File: config.mk
export PLATFORM = sky130hd
export DESIGN_NAME = led_chaser_flat
export DESIGN_NICKNAME = d
export VERILOG_FILES = /design/src/rtl/led_chaser_pkg.sv /design/src/rtl/led_chaser_if.sv /design/src/rtl/btn_debounce.sv /design/src/rtl/led_chaser.sv /design/src/flat_wrapper.sv
export SDC_FILE = /design/constraint.sdc
export NUM_CORES = 1
export LEC_CHECK = 0
export ABC_AREA = 1
export CAP_MARGIN = 10
export CORE_ASPECT_RATIO = 1.1
export CORE_MARGIN = 2
export CORE_UTILIZATION = 45
export DETAILED_ROUTE_END_ITERATION = 10
export SLEW_MARGIN = 0
export SYNTH_ARGS = -nofsm -noshare
export SYNTH_HDL_FRONTEND = slang
export SYNTH_SLANG_ARGS = --single-unit
File: constraint.sdc
create_clock -name clk -period 3.4 [get_ports clk]
set_input_delay 0.68 -clock clk [delete_from_list [all_inputs] [get_ports clk]]
set_output_delay 0.68 -clock clk [all_outputs]
set_load 0.02 [all_outputs]
File: src/rtl/led_chaser_pkg.sv
// Shared types and width helper for the LED chaser and its button debouncers.
package led_chaser_pkg;

  typedef enum logic {RIGHT = 1'b0, LEFT = 1'b1} dir_e;
  typedef enum logic {RUN = 1'b0, FLASH = 1'b1} state_e;

  // Bits needed to hold the values 0..n-1, never less than one bit.
  function automatic int cnt_width(input longint n);
    return (n <= 2) ? 1 : $clog2(n);
  endfunction

endpackage

File: src/rtl/led_chaser_if.sv
// Board-facing signals of the LED chaser: the two buttons, the LED drive and the status/debug view.
interface led_chaser_if
  import led_chaser_pkg::*;
#(
  parameter int N_LED   = 4,
  parameter int N_SPEED = 3
);
  localparam int POS_W = cnt_width(N_LED);
  localparam int SPD_W = cnt_width(N_SPEED + 1);

  logic               btn_dir;
  logic               btn_speed;
  logic [N_LED-1:0]   led;
  logic [POS_W-1:0]   pos;
  logic               dir;
  logic [SPD_W-1:0]   speed_lvl;
  state_e             state;

  modport master (
    input  btn_dir, btn_speed,
    output led, pos, dir, speed_lvl, state
  );

  modport slave (
    output btn_dir, btn_speed,
    input  led, pos, dir, speed_lvl, state
  );

endinterface

File: src/rtl/btn_debounce.sv
// Active-low button conditioner: 2-FF synchroniser, stability counter, one-cycle press pulse.
module btn_debounce
  import led_chaser_pkg::*;
#(
  parameter int DEBOUNCE_CYC = 1_000_000
) (
  input  logic clk,
  input  logic reset,
  input  logic btn_n,
  output logic press
);
  localparam int CW = cnt_width(DEBOUNCE_CYC);

  logic          sync1;
  logic          sync2;
  logic          stable;
  logic          stable_d;
  logic [CW-1:0] cnt;

  always_ff @(posedge clk or negedge reset) begin
    if (!reset) begin
      sync1    <= 1'b1;
      sync2    <= 1'b1;
      stable   <= 1'b1;
      stable_d <= 1'b1;
      cnt      <= '0;
      press    <= 1'b0;
    end else begin
      sync1    <= btn_n;
      sync2    <= sync1;
      stable_d <= stable;
      press    <= stable_d & ~stable;
      // A new level is accepted only after DEBOUNCE_CYC consecutive differing samples.
      if (sync2 == stable) begin
        cnt <= '0;
      end else if (cnt == CW'(DEBOUNCE_CYC - 1)) begin
        stable <= sync2;
        cnt    <= '0;
      end else begin
        cnt <= cnt + 1'b1;
      end
    end
  end

endmodule

File: src/rtl/led_chaser.sv
// Walks one lit (active-low) LED across N_LED outputs; buttons toggle direction and cycle speed.
// Define LED_CHASER_BOUNCE_EN for ping-pong motion instead of wrap-around.
module led_chaser
  import led_chaser_pkg::*;
#(
  parameter int N_LED        = 4,
  parameter int STEP_BASE    = 25_000_000,
  parameter int N_SPEED      = 3,
  parameter int INIT_SPEED   = 2,
  parameter int DEBOUNCE_CYC = 1_000_000
) (
  input  logic          clk,
  input  logic          reset,
  led_chaser_if.master  bus
);
  localparam int POS_W = cnt_width(N_LED);
  localparam int SPD_W = cnt_width(N_SPEED + 1);
  localparam int TW    = cnt_width(longint'(STEP_BASE) * N_SPEED);
  localparam int PW    = cnt_width(longint'(STEP_BASE) * N_SPEED + 1);

  localparam logic [POS_W-1:0] POS_LAST = POS_W'(N_LED - 1);
  localparam logic [SPD_W-1:0] SPD_MAX  = SPD_W'(N_SPEED);
  localparam logic [N_LED-1:0] LED_ONE  = {{(N_LED-1){1'b0}}, 1'b1};

  logic dir_ev;
  logic speed_ev;

  btn_debounce #(.DEBOUNCE_CYC(DEBOUNCE_CYC)) u_deb_dir (
    .clk   (clk),
    .reset (reset),
    .btn_n (bus.btn_dir),
    .press (dir_ev)
  );

  btn_debounce #(.DEBOUNCE_CYC(DEBOUNCE_CYC)) u_deb_speed (
    .clk   (clk),
    .reset (reset),
    .btn_n (bus.btn_speed),
    .press (speed_ev)
  );

  state_e           state_q, state_n;
  dir_e             dir_q, dir_n;
  logic [POS_W-1:0] pos_q, pos_n;
  logic [SPD_W-1:0] speed_q, speed_n;
  logic [TW-1:0]    timer_q, timer_n;
  logic [N_LED-1:0] led_q, led_n;
  logic [PW-1:0]    period;
  logic             term;

  // Full-width product so the largest step period never overflows the compare.
  assign period = PW'(STEP_BASE) * PW'(speed_q);
  assign term   = (PW'(timer_q) == period - PW'(1));

  always_ff @(posedge clk or negedge reset) begin
    if (!reset) begin
      state_q <= RUN;
      dir_q   <= RIGHT;
      pos_q   <= '0;
      speed_q <= SPD_W'(INIT_SPEED);
      timer_q <= '0;
      led_q   <= '1;
    end else begin
      state_q <= state_n;
      dir_q   <= dir_n;
      pos_q   <= pos_n;
      speed_q <= speed_n;
      timer_q <= timer_n;
      led_q   <= led_n;
    end
  end

  always_comb begin
    state_n = state_q;
    dir_n   = dir_q;
    pos_n   = pos_q;
    speed_n = speed_q;
    timer_n = term ? '0 : timer_q + 1'b1;
    case (state_q)
      RUN: begin
        if (term) begin
`ifdef LED_CHASER_BOUNCE_EN
          if (dir_q == RIGHT) begin
            if (pos_q == POS_LAST) begin
              dir_n = LEFT;
              pos_n = pos_q - 1'b1;
            end else begin
              pos_n = pos_q + 1'b1;
            end
          end else begin
            if (pos_q == '0) begin
              dir_n = RIGHT;
              pos_n = pos_q + 1'b1;
            end else begin
              pos_n = pos_q - 1'b1;
            end
          end
`else
          if (dir_q == RIGHT) pos_n = (pos_q == POS_LAST) ? '0 : pos_q + 1'b1;
          else                pos_n = (pos_q == '0) ? POS_LAST : pos_q - 1'b1;
`endif
        end
        if (dir_ev) begin
          dir_n   = (dir_q == RIGHT) ? LEFT : RIGHT;
          pos_n   = pos_q;
          state_n = FLASH;
          timer_n = '0;
        end
      end
      FLASH: begin
        if (term) begin
          state_n = RUN;
          pos_n   = (dir_q == RIGHT) ? '0 : POS_LAST;
        end
      end
      default: state_n = RUN;
    endcase
    // A speed change restarts the current step or flash and never moves the LED.
    if (speed_ev) begin
      speed_n = (speed_q == SPD_MAX) ? SPD_W'(1) : speed_q + 1'b1;
      timer_n = '0;
      pos_n   = pos_q;
      if (state_q == FLASH) state_n = FLASH;
      if (!(state_q == RUN && dir_ev)) dir_n = dir_q;
    end
    led_n = (state_n == FLASH) ? '0 : ~(LED_ONE << pos_n);
  end

  assign bus.led       = led_q;
  assign bus.pos       = pos_q;
  assign bus.dir       = dir_q;
  assign bus.speed_lvl = speed_q;
  assign bus.state     = state_q;

endmodule
File: src/flat_wrapper.sv
// flat-port wrapper written by rule: the top's interface ports become plain ports
module led_chaser_flat import led_chaser_pkg::*;
#(
  parameter int N_LED        = 4,
  parameter int STEP_BASE    = 25_000_000,
  parameter int N_SPEED      = 3,
  parameter int INIT_SPEED   = 2,
  parameter int DEBOUNCE_CYC = 1_000_000
)
  (clk, reset, bus_btn_dir, bus_btn_speed, bus_led, bus_pos, bus_dir, bus_speed_lvl, bus_state);
  led_chaser_if #(.N_LED(N_LED), .N_SPEED(N_SPEED)) bus_i ();
  input  logic clk;
  input  logic reset;
  input wire logic [$bits(bus_i.btn_dir)-1:0] bus_btn_dir;
  input wire logic [$bits(bus_i.btn_speed)-1:0] bus_btn_speed;
  output wire logic [$bits(bus_i.led)-1:0] bus_led;
  output wire logic [$bits(bus_i.pos)-1:0] bus_pos;
  output wire logic [$bits(bus_i.dir)-1:0] bus_dir;
  output wire logic [$bits(bus_i.speed_lvl)-1:0] bus_speed_lvl;
  output wire logic [$bits(bus_i.state)-1:0] bus_state;
  assign bus_i.btn_dir = bus_btn_dir;
  assign bus_i.btn_speed = bus_btn_speed;
  assign bus_led = bus_i.led;
  assign bus_pos = bus_i.pos;
  assign bus_dir = bus_i.dir;
  assign bus_speed_lvl = bus_i.speed_lvl;
  assign bus_state = bus_i.state;
  led_chaser #(.N_LED(N_LED), .STEP_BASE(STEP_BASE), .N_SPEED(N_SPEED), .INIT_SPEED(INIT_SPEED), .DEBOUNCE_CYC(DEBOUNCE_CYC)) u_core (.clk(clk), .reset(reset), .bus(bus_i));
endmodule
After elaboration in Yosys (flattened, before gate mapping)
Cells that the tools add are included.
{ "word_totals": {"output_inout_bits": 10, "input_bits": 4, "register_bits": 87} }
{ "op_classes": {"eq_ne": 8, "mul": 1, "add_sub_neg": 7, "bitwise_logic": 8, "reduce_logical": 4, "muxes": 29, "shifts": 1} }
{ "ops": {"columns": ["operator", "n"], "rows": [
  ["27-bit 2-to-1 mux", 4],
  ["20-bit 2-to-1 mux", 4],
  ["20-bit by 1-bit adder with 20-bit output, second input constant", 2],
  ["20-bit equality test, second input constant", 2],
  ["27-bit by 1-bit adder with 27-bit output, second input constant", 1],
  ["27-bit equality test", 1],
  ["27-bit by 1-bit subtractor with 27-bit output, second input constant", 1],
  ["19-bit by 2-bit multiplier with 21-bit output, first input constant", 1],
  ["2-bit 2-to-1 mux", 9],
  ["1-bit 2-to-1 mux", 9],
  ["1-bit inverter", 5],
  ["2-bit by 1-bit adder with 2-bit output, second input constant", 2],
  ["2-bit equality test, second input constant", 2],
  ["4-bit 2-to-1 mux", 1],
  ["4-bit inverter", 1],
  ["2-bit one-hot mux with 2 select lines", 1],
  ["2-bit AND reduction", 2],
  ["1-bit by 2-bit << shifter with 4-bit output, first input constant", 1],
  ["1-bit bitwise AND", 2],
  ["1-bit equality test", 2],
  ["2-bit logical NOT", 1],
  ["2-bit by 1-bit != test with 1-bit output, second input constant", 1],
  ["1-bit one-hot mux with 2 select lines", 1],
  ["2-bit by 1-bit subtractor with 2-bit output, second input constant", 1],
  ["1-bit logical AND", 1]
]} }

Depth between registers and ports, before layout
Gate-level depths: netlist (run 1).
{ "depth": {"depth_word": 10, "ltp_mapped": 16, "mapped_depth_nobuf": 16} }

By module
A second synthesis (run 1) with hierarchy kept.
{ "unflattened": {"hier_cells": 660, "hier_area_um2": 5111.2} }
{ "modules_own_cells": {"columns": ["mod", "seq_area_each_um2", "cells_each", "area_each_um2", "n_inst"], "rows": [
  ["btn_debounce", 630.6, 165, 1346.3, 2],
  ["led_chaser", 932.1, 330, 2418.6, 1]
]} }

Worst setup path before layout (run 1)
OpenSTA, ideal clock, no wires.
{ "synth_path": {"path_type": "flip-flop to flip-flop", "from": "reg u_core.speed_q[1] (netlist: u_core.bus.speed_lvl[1])", "to": "reg u_core.led_q[2] (netlist: u_core.bus.led[2])", "path_slack_ns": 1.259, "stages_incl_launch_ff": 15, "path_buffers": 0, "synth_period_minus_slack_ns": 2.141, "arrival_ns": 2.068, "setup_time_ns": 0.073, "path_cell_list": "dfstp_2 > inv_1 > ha_1 > inv_1 > nand2_1 > nand2_1 > nor2_1 > nand3_4 > nor2_8 > nand3b_4 > nand2_1 > nand2_1 > nand3_1 > nand2_2 > a21oi_1"} }
{ "synth_via": {"elab_chain_cells": 10, "word_cells_on_any_way": 15, "classes_between": "1 x add/sub; 1 x mul; 1 x eq/ne; 1 x shift; 10 x mux; 1 x bitwise"} }
{ "synth_rtl": {"columns": ["element", "line_no", "text"], "rows": [
  ["start: declaration", "led_chaser.sv:45", "logic [SPD_W-1:0] speed_q, speed_n;"],
  ["start signal: assignment", "led_chaser.sv:60", "speed_q <= SPD_W'(INIT_SPEED);"],
  ["start signal: assignment", "led_chaser.sv:67", "speed_q <= speed_n;"],
  ["19-bit by 2-bit multiplier with 21-bit output *", "led_chaser.sv:52", "assign period = PW'(STEP_BASE) * PW'(speed_q);"],
  ["27-bit by 1-bit subtractor with 27-bit output *", "led_chaser.sv:53", "assign term = (PW'(timer_q) == period - PW'(1));"],
  ["27-bit equality test *", "led_chaser.sv:53", null],
  ["2-bit 2-to-1 mux", "led_chaser.sv:81", "if (term) begin"],
  ["2-bit 2-to-1 mux", "led_chaser.sv:103", "if (dir_ev) begin"],
  ["2-bit one-hot mux with 2 select lines *", "led_chaser.sv:79", "case (state_q)"],
  ["2-bit 2-to-1 mux *", "led_chaser.sv:119", "if (speed_ev) begin"],
  ["via u_core.pos_n[1]", "led_chaser.sv:44", "logic [POS_W-1:0] pos_q, pos_n;"],
  ["1-bit by 2-bit << shifter with 4-bit output *", "led_chaser.sv:126", "led_n = (state_n == FLASH) ? '0 : ~(LED_ONE << pos_n);"],
  ["4-bit inverter *", "led_chaser.sv:126", null],
  ["4-bit 2-to-1 mux *", "led_chaser.sv:126", null],
  ["via u_core.led_n[2]", "led_chaser.sv:47", "logic [N_LED-1:0] led_q, led_n;"],
  ["end signal: assignment", "led_chaser.sv:69", "led_q <= led_n;"],
  ["end: declaration", "led_chaser.sv:47", null]
]} }
Mark *: on every way through the listed nets, which the timed path passes. The rest lies on a longest branch.
A chain may end at the register's enable or synchronous reset.

Worst setup path in the final report (run 1)
{ "layout_path": {"from": "reg u_core.speed_q[1] (netlist: u_core.bus.speed_lvl[1])", "to": "reg u_core.timer_q[25]"} }
{ "layout_via": {"elab_chain_cells": 7} }
{ "layout_rtl": {"columns": ["element", "line_no", "text"], "rows": [
  ["19-bit by 2-bit multiplier with 21-bit output *", "led_chaser.sv:52", null],
  ["27-bit by 1-bit subtractor with 27-bit output *", "led_chaser.sv:53", null],
  ["27-bit equality test *", "led_chaser.sv:53", null],
  ["27-bit 2-to-1 mux *", "led_chaser.sv:78", "timer_n = term ? '0 : timer_q + 1'b1;"],
  ["27-bit 2-to-1 mux", "led_chaser.sv:103", null],
  ["27-bit 2-to-1 mux *", "led_chaser.sv:79", null],
  ["27-bit 2-to-1 mux *", "led_chaser.sv:119", null],
  ["via u_core.timer_n[25]", "led_chaser.sv:46", "logic [TW-1:0] timer_q, timer_n;"],
  ["end signal: assignment", "led_chaser.sv:68", "timer_q <= timer_n;"],
  ["end: declaration", "led_chaser.sv:46", null]
]} }
Marks and branches as above.

==> flow_metrics.tcl, run 1 <==
set metrics [dict create \
    final_common_cell "nand2_1" \
    die_x_um 103.1 \
    overflow 0 \
    avgViaCountPerCell 5.042 \
    clk_pin_slew_ns 0.07 \
    holdPathStages 0 \
    setup_viol 0 \
    grt_first_pass_wirelength_um 17110 \
    outcome "complete, no violations" \
    min_period_over_period 0.7411 \
    portBuffers 13 \
    max_freq_ghz 0.3969 \
    cts_tree "yes" \
    synth_top_area_cell "dfrtp_1" \
    crit_arrival_ns 2.73 \
    clock_skew_ns 0.008815 \
    avgSynthCellArea_um2 8.243 \
    timing.hold.ws_ns 0.3578 \
    synthCells 590 \
    finalCriticalPeriod_ns 2.520 \
    core_um2 10440 \
    num_antenna_cells 0 \
    final_area_um2 5499 \
    hold_buffers 0 \
    grt_setup_unrepaired "no" \
    dp.final_hpwl_um 7386 \
    drv_cap 0 \
    fill_cells 1040 \
    rows 39 \
    yosysWarnings 0 \
    maxSlewHeadroom 0.4576 \
    synth_top_area_share 0.3808 \
    grt_usage 0.1872 \
    startpoint_type "flip-flop" \
    vias 3827 \
    r2r-start "u_core.bus.speed_lvl[1]$_DFFE_PN1P_" \
    synthArstFlopShare 1.000 \
    total_power_mw 2.239 \
    wl_per_cell_um 13.04 \
    grt_pass1_vias 3726 \
    synth_edf_count 0 \
    dieHeight_um 113.0 \
    syn_area_um2 4863 \
    r2r_cells 13 \
    hold_violations 0 \
    ys_ff_latch 87 \
    clock-sinks 87 \
    grt_antenna_before_repair 0 \
    holdCritStartpoint "u_core.u_deb_dir.sync1$_DFF_PN1_" \
    power_density_nw_per_um2 407.1 \
    syn-num-nets 604 \
    max-clock-path-buffers 2 \
    ioPinCount 14 \
    ys_top_cells_by_area "dfrtp_1 38%, nand2_1 9.0%, dfstp_2 7.0%" \
    synthFlopType "dfrtp_1" \
    crit_path_end_kind "flip-flop" \
    multi_input_area_um2 2333 \
    p_leak_nw 2.490 \
    hp-class "reg2reg" \
    crit_path_start "u_core.bus.speed_lvl[1]$_DFFE_PN1P_" \
    ys_types 39 \
    gp_congestion 0.8829 \
    final_cell_mix "116 x nand2_1, 80 x nor2_1, 74 x dfrtp_1" \
    cp_max_fo 25 \
    grt_max_degree 66 \
    drt_first_pass_iters 4 \
    start_util 0.4657 \
    dieArea_um2 11660 \
    drv_slew 0 \
    drive_gt1_frac 0.1396 \
    wl_um 9897 \
    cts_root_buf "clkbuf_16" \
    place_area_um2 5154 \
    ys_seq_area_frac 0.4510 \
    h-tree-depth 3 \
    worstSetupPathType "reg2reg" \
    worst_pin_slew_ns 0.8136 \
    clk_latency_ns 0.34 \
    layout.nets 625 \
    ir_worst_vdd_v 0.0002944 \
    drt_iter0_drc 206 \
    areaGrowthSynthToFinish_pct 13.07 \
    worst_ep_required_time_ns 3.62 \
    cts_resized 0 \
    cts_inserted_buffers 9 \
    postCtsSetupBuffers 0 \
    seq_area_um2 2193 \
    final_antenna_net_count 0 \
    drc_errors 0 \
    setup_tns_ns 0 \
]
where the power goes:
part           total (mW)  leakage, nW  switching (mW)  internal [mW]
registers            1.05         1.15         0.00520           1.05
clock network        1.14        0.168           0.417          0.725
logic              0.0458         1.17          0.0341         0.0117
state kept, by name, summed over array words and instances (netlist names):
| register | flops |
|---|---|
| u_core.timer_q | 27 |
| u_core.u_deb_dir.cnt | 20 |
| u_core.u_deb_speed.cnt | 20 |
| u_core.bus.led | 4 |
| u_core.bus.pos | 2 |
| u_core.bus.speed_lvl | 2 |
| u_core.bus.dir | 1 |
| u_core.bus.state | 1 |
| u_core.u_deb_dir.press | 1 |
| u_core.u_deb_dir.stable | 1 |
| u_core.u_deb_dir.stable_d | 1 |
| u_core.u_deb_dir.sync1 | 1 |
| u_core.u_deb_dir.sync2 | 1 |
| u_core.u_deb_speed.press | 1 |
| u_core.u_deb_speed.stable | 1 |
| u_core.u_deb_speed.stable_d | 1 |
| u_core.u_deb_speed.sync1 | 1 |
| u_core.u_deb_speed.sync2 | 1 |
logic make-up after synthesis:
logic type	after synthesis	share of synthesized area
xor+xnor	32	0.05763
compound gates	54	0.05763
buf+inv	85	0.06920
fa+ha+maj	10	0.02573
mux	2	0.004630
flops	87	0.4510
simple gates	320	0.3342
metal layers:
layer / vias to the layer above / wire [um] / share of wire / track usage
met5: - / 0 / 0 / 0
met4: 0 / 116 / 0.012 / 0.05526
met3: 9 / 218 / 0.022 / 0.03953
met2: 28 / 4792 / 0.48 / 0.3069
met1: 1835 / 4769 / 0.48 / 0.2492
li1: 1955 / - / - / -
synth_stat cells (all sizes together) (4+ instances only):
library cell  instances
nand2               130
nor2                 94
inv                  77
dfrtp                74
nand3                32
xor2                 27
a21oi                26
nor3                 26
o21ai                23
nand4                20
dfstp                13
nor4                 11
ha                   10
xnor2                 5
and3                  4
buf                   4
layout make-up:
class,count,share of cell area
clock inverter,6,0.02116
clock buffer,10,0.04164
inverter,80,0.05552
timing repair buffer,15,0.02594
multi-input combinational,418,0.4243
sequential,87,0.3989
tap,143,0.03254
path summary, 6_finish.rpt:
check	end	slack, ns
worst max-delay path	u_core.timer_q[25]$_DFF_PN0_	0.88
worst min-delay path	u_core.u_deb_dir.sync2$_DFF_PN1_	0.36
worst max register to register	u_core.timer_q[25]$_DFF_PN0_	0.88
worst min register to register	u_core.u_deb_dir.sync2$_DFF_PN1_	0.36
max in group asynchronous	u_core.u_deb_speed.sync2$_DFF_PN1_	2.21
min in group asynchronous	u_core.timer_q[9]$_DFF_PN0_	0.43
per-stage QoR:
step | util | worst slack [ns] | instances
global placement | 0.4935 | 0.9712 | 743
CTS | 0.5266 | 0.8540 | 759
detailed placement | 0.4935 | 0.8783 | 743
global route | 0.5266 | 0.6512 | 759
finish | 0.5266 | 0.8804 | 759
floorplan | - | 1.259 | 590
worst max-delay path, cell delays in order (launching register included):
cell	delay, ns
dfstp_2	0.57
inv_1	0.08
ha_1	0.34
inv_1	0.08
nand2_1	0.06
nand2_1	0.05
nor2_1	0.16
nand3_4	0.12
nor2_8	0.17
nand2_4	0.07
nand2_2	0.38
inv_1	0.14
o21ai_1	0.11
a21oi_1	0.05
No activity file was read; power rests on OpenSTA's default activity.
==> run 2, diff against run 1 <==
==> constraint.sdc (replaced) <==
create_clock -name clk -period 2.35 [get_ports clk]
set_input_delay 0.47 -clock clk [delete_from_list [all_inputs] [get_ports clk]]
set_output_delay 0.47 -clock clk [all_outputs]
set_load 0.02 [all_outputs]
==> flow_metrics.tcl, run 2 (synthesized netlist as in run 1, its figures left out) <==
set metrics [dict create \
    drt_iter0_drc 237 \
    grt_max_degree 46 \
    final_common_cell "nand2_1" \
    cp_max_fo 6 \
    vias 3811 \
    hp-class "in2async" \
    min_period_over_period 0.9301 \
    final_cell_mix "116 x nand2_1, 79 x nor2_1, 74 x dfrtp_1" \
    areaGrowthSynthToFinish_pct 14.23 \
    dieHeight_um 113.0 \
    outcome "complete, no violations" \
    drc_errors 0 \
    grt_first_pass_wirelength_um 17170 \
    clock_skew_ns 0.008424 \
    drive_gt1_frac 0.1532 \
    postCtsSetupBuffers 0 \
    grt_usage 0.1847 \
    fill_cells 1009 \
    setup_viol 0 \
    drt_first_pass_iters 4 \
    layout.nets 631 \
    num_antenna_cells 0 \
    die_x_um 103.1 \
    cts_tree "yes" \
    dp.final_hpwl_um 7234 \
    crit_arrival_ns 2.45 \
    portBuffers 13 \
    max_freq_ghz 0.4575 \
    avgViaCountPerCell 4.995 \
    crit_family "simple AND/OR/NAND/NOR gates" \
    p_leak_nw 2.511 \
    crit_path_frequent_cell "nand2_1" \
    power_density_nw_per_um2 562.9 \
    max-clock-path-buffers 2 \
    pwr-share-seq 0.486 \
    start_util 0.4657 \
    clock-sinks 87 \
    crit_path_end_kind "flip-flop" \
    grt_antenna_before_repair 0 \
    cp_num_buf_inv 2 \
    largestRegisters "u_core.timer_q: 27 flops, u_core.u_deb_dir.cnt: 20 flops, u_core.u_deb_speed.cnt: 20 flops" \
    wl_um 9639 \
    drv_cap 0 \
    core_um2 10440 \
    wl_per_cell_um 12.63 \
    p_clk_frac 0.491 \
    drv_slew 0 \
    regMostFlops "u_core.timer_q" \
    crit_chain "inv_1 -> ha_4 -> inv_1 -> nand2_1 -> nand2_1 -> nor2_1 -> nand3_4 -> nor2_8 -> nand3b_4 -> nand2_1 -> nand2_1 -> nand3_1 -> nand2_2 -> a21oi_1" \
    critPathSlowestCell "dfstp_2" \
    startpoint_type "flip-flop" \
    gp_congestion 0.8731 \
    rows 39 \
    largest_register_ffs 27 \
    setup_tns_ns 0 \
    p_sw_frac 0.1970 \
    worst_ep_required_time_ns 2.61 \
    cts_inserted_buffers 9 \
    ir_worst_vdd_v 0.0004661 \
    switchingPower_mw 0.6161 \
    finalCriticalPeriod_ns 2.186 \
    final_antenna_net_count 0 \
    dieArea_um2 11660 \
    maxSlewHeadroom 0.6278 \
    worst_pin_slew_ns 0.5584 \
    h-tree-depth 3 \
    ioPinCount 14 \
    grt_pass1_vias 3773 \
    grt_setup_unrepaired "no" \
    hold_violations 0 \
    worstSetupPathType "reg2reg" \
    clk_pin_slew_ns 0.06 \
    overflow 0 \
    clk_latency_ns 0.33 \
    cp_slowest_stage_delay_ns 0.57 \
    cts_root_buf "clkbuf_16" \
    p_int_mw 2.511 \
    timing.hold.ws_ns 0.1184 \
    combPwrFrac 0.023 \
]
## run 2: cell count changes in the layout (fill, tap and decap cells not counted), sizes merged
| cell | delta |
|---|---|
| buf | +6 |
| inv | -2 |
| bufinv | -1 |
| clkbuf | +1 |
| clkinv | -1 |
| clkinvlp | +1 |
## run 2: metal layers
layer  GRT usage  wire, um
met2      0.2957      4547
met4     0.05702       150
met1      0.2543      4634
met5           0         0
met3     0.03397       307
## run 2: cell type report
cell class / count / area (um2) / share of cell area
tap: 143 / 178.9 / 0.03221
inverter: 80 / 305.3 / 0.05495
timing repair buffer: 21 / 200.2 / 0.03604
clock buffer: 11 / 252.7 / 0.04550
sequential: 87 / 2193 / 0.3948
multi-input combinational: 418 / 2357 / 0.4243
clock inverter: 3 / 67.56 / 0.01216
## run 2: worst paths after layout
check	slack (ns)	cells past startpoint	start	end
max	0.16	14	u_core.bus.speed_lvl[1]$_DFFE_PN1P_	u_core.bus.led[2]$_DFF_PN1_
min	0.12	1	reset	u_core.timer_q[3]$_DFF_PN0_
min in group clk	0.36	0	u_core.u_deb_speed.sync1$_DFF_PN1_	u_core.u_deb_speed.sync2$_DFF_PN1_
min reg2reg	0.36	0	u_core.u_deb_speed.sync1$_DFF_PN1_	u_core.u_deb_speed.sync2$_DFF_PN1_
max reg2reg	0.16	14	u_core.bus.speed_lvl[1]$_DFFE_PN1P_	u_core.bus.led[2]$_DFF_PN1_
max in group asynchronous	1.55	2	reset	u_core.u_deb_dir.sync2$_DFF_PN1_
## run 2: stage by stage
step / worst slack, ns / utilization / power [mW] / cells / area (um2)
after floorplan: 0.2091 / - / 1.571 / 590 / 4863
after global placement: 0.1797 / 0.4990 / 1.619 / 749 / 5211
after detailed placement: 0.09167 / 0.4990 / 1.622 / 749 / 5211
after CTS: 0.09571 / 0.5297 / 3.174 / 763 / 5532
after global routing: 0.002130 / 0.5320 / 3.261 / 763 / 5555
final: 0.1642 / 0.5320 / 3.127 / 763 / 5555
## run 2: repair_timing
item	in CTS	in global routing
endpoints found under the setup margin	0	13
endpoints found under the hold margin	0	0
hold buffers	0	0
resized for setup	0	4
## run 2: worst register-to-register path, cell delays in order (launching register included)
cell      delay, ns
dfstp_2        0.57
inv_1          0.10
ha_4           0.30
inv_1          0.06
nand2_1        0.05
nand2_1        0.05
nor2_1         0.16
nand3_4        0.12
nor2_8         0.16
nand3b_4       0.11
nand2_1        0.08
nand2_1        0.05
nand3_1        0.10
nand2_2        0.07
a21oi_1        0.15
## run 2: power groups by stage
stage	logic (mW)	registers (mW)	clock network (mW)
2_1_floorplan	0.0248	1.55	0
3_3_place_gp	0.0726	1.55	0
3_5_place_dp	0.0746	1.55	0
4_1_cts	0.0753	1.52	1.58
5_1_grt	0.0842	1.52	1.66
6_report	0.0712	1.52	1.53
==> run 3, diff against run 2 <==
--- a/config.mk
+++ b/config.mk
@@ -9,7 +9,7 @@
 export CAP_MARGIN = 10
 export CORE_ASPECT_RATIO = 1.1
 export CORE_MARGIN = 2
-export CORE_UTILIZATION = 45
+export CORE_UTILIZATION = 30
 export DETAILED_ROUTE_END_ITERATION = 10
 export SLEW_MARGIN = 0
 export SYNTH_ARGS = -nofsm -noshare
==> flow_metrics.tcl, run 3 (synthesized netlist as in run 1, its figures left out) <==
set metrics [dict create \
    outcome "complete, no violations" \
    crit_arrival_ns 2.44 \
    ioPinCount 14 \
    regToRegEndpoint "u_core.bus.led[2]$_DFF_PN1_" \
    hold_buffers 0 \
    setup_viol 0 \
    dieArea_um2 17250 \
    startpoint_type "flip-flop" \
    dp.final_hpwl_um 7445 \
    max-clock-path-buffers 2 \
    grt_max_degree 32 \
    rows 48 \
    overflow 0 \
    final_cell_mix "116 x nand2_1, 79 x nor2_1, 74 x dfrtp_1" \
    cts_inserted_buffers 9 \
    drv_slew 0 \
    setup_tns_ns 0 \
    final_common_cell "nand2_1" \
    max_freq_ghz 0.4606 \
    endpoint "u_core.bus.led[2]$_DFF_PN1_" \
    grt_setup_unrepaired "no" \
    rrSetupSlack_ns 0.18 \
    crit_path_start "u_core.bus.speed_lvl[1]$_DFFE_PN1P_" \
    r2r-start "u_core.bus.speed_lvl[1]$_DFFE_PN1P_" \
    fill_cells 1647 \
    grt_usage 0.1231 \
    die_x_um 125.4 \
    areaGrowthSynthToFinish_pct 15.59 \
    min_period_over_period 0.9240 \
    largest_register_ffs 27 \
    p_leak_nw 2.511 \
    worstSetupPathType "reg2reg" \
    grt_first_pass_wirelength_um 17240 \
    clk_latency_ns 0.34 \
    power_density_nw_per_um2 556.6 \
    cts_resized 0 \
    worst_ep_required_time_ns 2.62 \
    h-tree-depth 3 \
    cts_root_buf "clkbuf_16" \
    drv_cap 0 \
    grt_antenna_before_repair 0 \
    vias 3808 \
    core_um2 15800 \
    final_antenna_net_count 0 \
    clock_skew_ns 0.007456 \
    postCtsSetupBuffers 0 \
    cp_max_fo 6 \
    ir_worst_vdd_v 0.0003494 \
    drt_first_pass_iters 4 \
    crit_path_end_kind "flip-flop" \
    clk_pin_slew_ns 0.06 \
    drc_errors 0 \
    layout.nets 630 \
    wl_per_cell_um 12.03 \
    gp_congestion 0.8392 \
    start_util 0.3079 \
    hold_violations 0 \
    maxSlewHeadroom 0.7649 \
    largestRegisters "u_core.timer_q: 27 flops, u_core.u_deb_dir.cnt: 20 flops, u_core.u_deb_speed.cnt: 20 flops" \
    drive_gt1_frac 0.1498 \
    grt_pass1_vias 3633 \
    finalCriticalPeriod_ns 2.171 \
    fin_util 0.3559 \
    regMostFlops "u_core.timer_q" \
    portBuffers 13 \
    num_antenna_cells 0 \
    worst_pin_slew_ns 0.3527 \
    hp-class "in2async" \
    cts_tree "yes" \
    wl_um 9880 \
    drt_iter0_drc 233 \
    clock-sinks 87 \
    dieHeight_um 137.5 \
    avgViaCountPerCell 4.638 \
    r2r_cells 15 \
]
-- run 3: critical path, stage by stage (launching register included) --
cell	delay [ns]
dfstp_2	0.56
inv_1	0.09
ha_1	0.23
inv_1	0.08
nand2_2	0.08
nand2_2	0.07
nand2_1	0.08
nor2_4	0.10
nand2_4	0.07
nor2_8	0.17
nand3b_4	0.11
nand2_1	0.08
nand2_1	0.05
nand3_1	0.10
nand2_2	0.07
a21oi_1	0.16
-- run 3: through the flow --
stage          cell area [um2]  instances  setup slack, ns  hold slack (ns)  power (mW)
2_1_floorplan             4863        590           0.2091           0.1744       1.571
3_3_place_gp              5288        805           0.1678           0.3477       1.622
3_5_place_dp              5288        805           0.1327           0.3545       1.624
4_1_cts                   5607        821           0.1104          0.03464       3.190
5_1_grt                   5622        821         0.002061          0.05039       3.255
6_report                  5622        821           0.1787          0.03391       3.129
-- run 3: worst min path at each step --
stage	endpoint	slack (ns)	cells past startpoint
floorplan	u_core.bus.dir$_DFFE_PN0P_	0.17	0
global placement	u_core.u_deb_speed.sync2$_DFF_PN1_	0.35	0
detailed placement	u_core.u_deb_speed.sync2$_DFF_PN1_	0.35	0
CTS	u_core.timer_q[24]$_DFF_PN0_	0.03	1
global route	u_core.timer_q[24]$_DFF_PN0_	0.05	1
finish	u_core.u_deb_speed.cnt[9]$_DFF_PN0_	0.03	1
-- run 3: routing by layer --
metal	GRT usage	up-vias	share of wire
li1	-	1954	-
met1	0.1601	1790	0.48
met2	0.2014	50	0.47
met3	0.03146	14	0.035
met4	0.04074	0	0.016
met5	0	-	0
-- run 3: area by class of cell --
cell class,count,area (um2),share of cell area
Clock buffer,10,229.0,0.04073
Clock inverter,6,90.09,0.01602
Inverter,80,305.3,0.05431
Multi-Input combinational cell,418,2349,0.4178
Sequential cell,87,2193,0.3902
Tap cell,200,250.2,0.04451
Timing Repair Buffer,20,205.2,0.03650
-- run 3: power by group --
| group | internal (mW) | switching, mW |
|---|---|---|
| Sequential | 1.51 | 0.00753 |
| Combinational | 0.0215 | 0.0510 |
| Clock | 0.937 | 0.599 |
| Total | 2.47 | 0.657 |
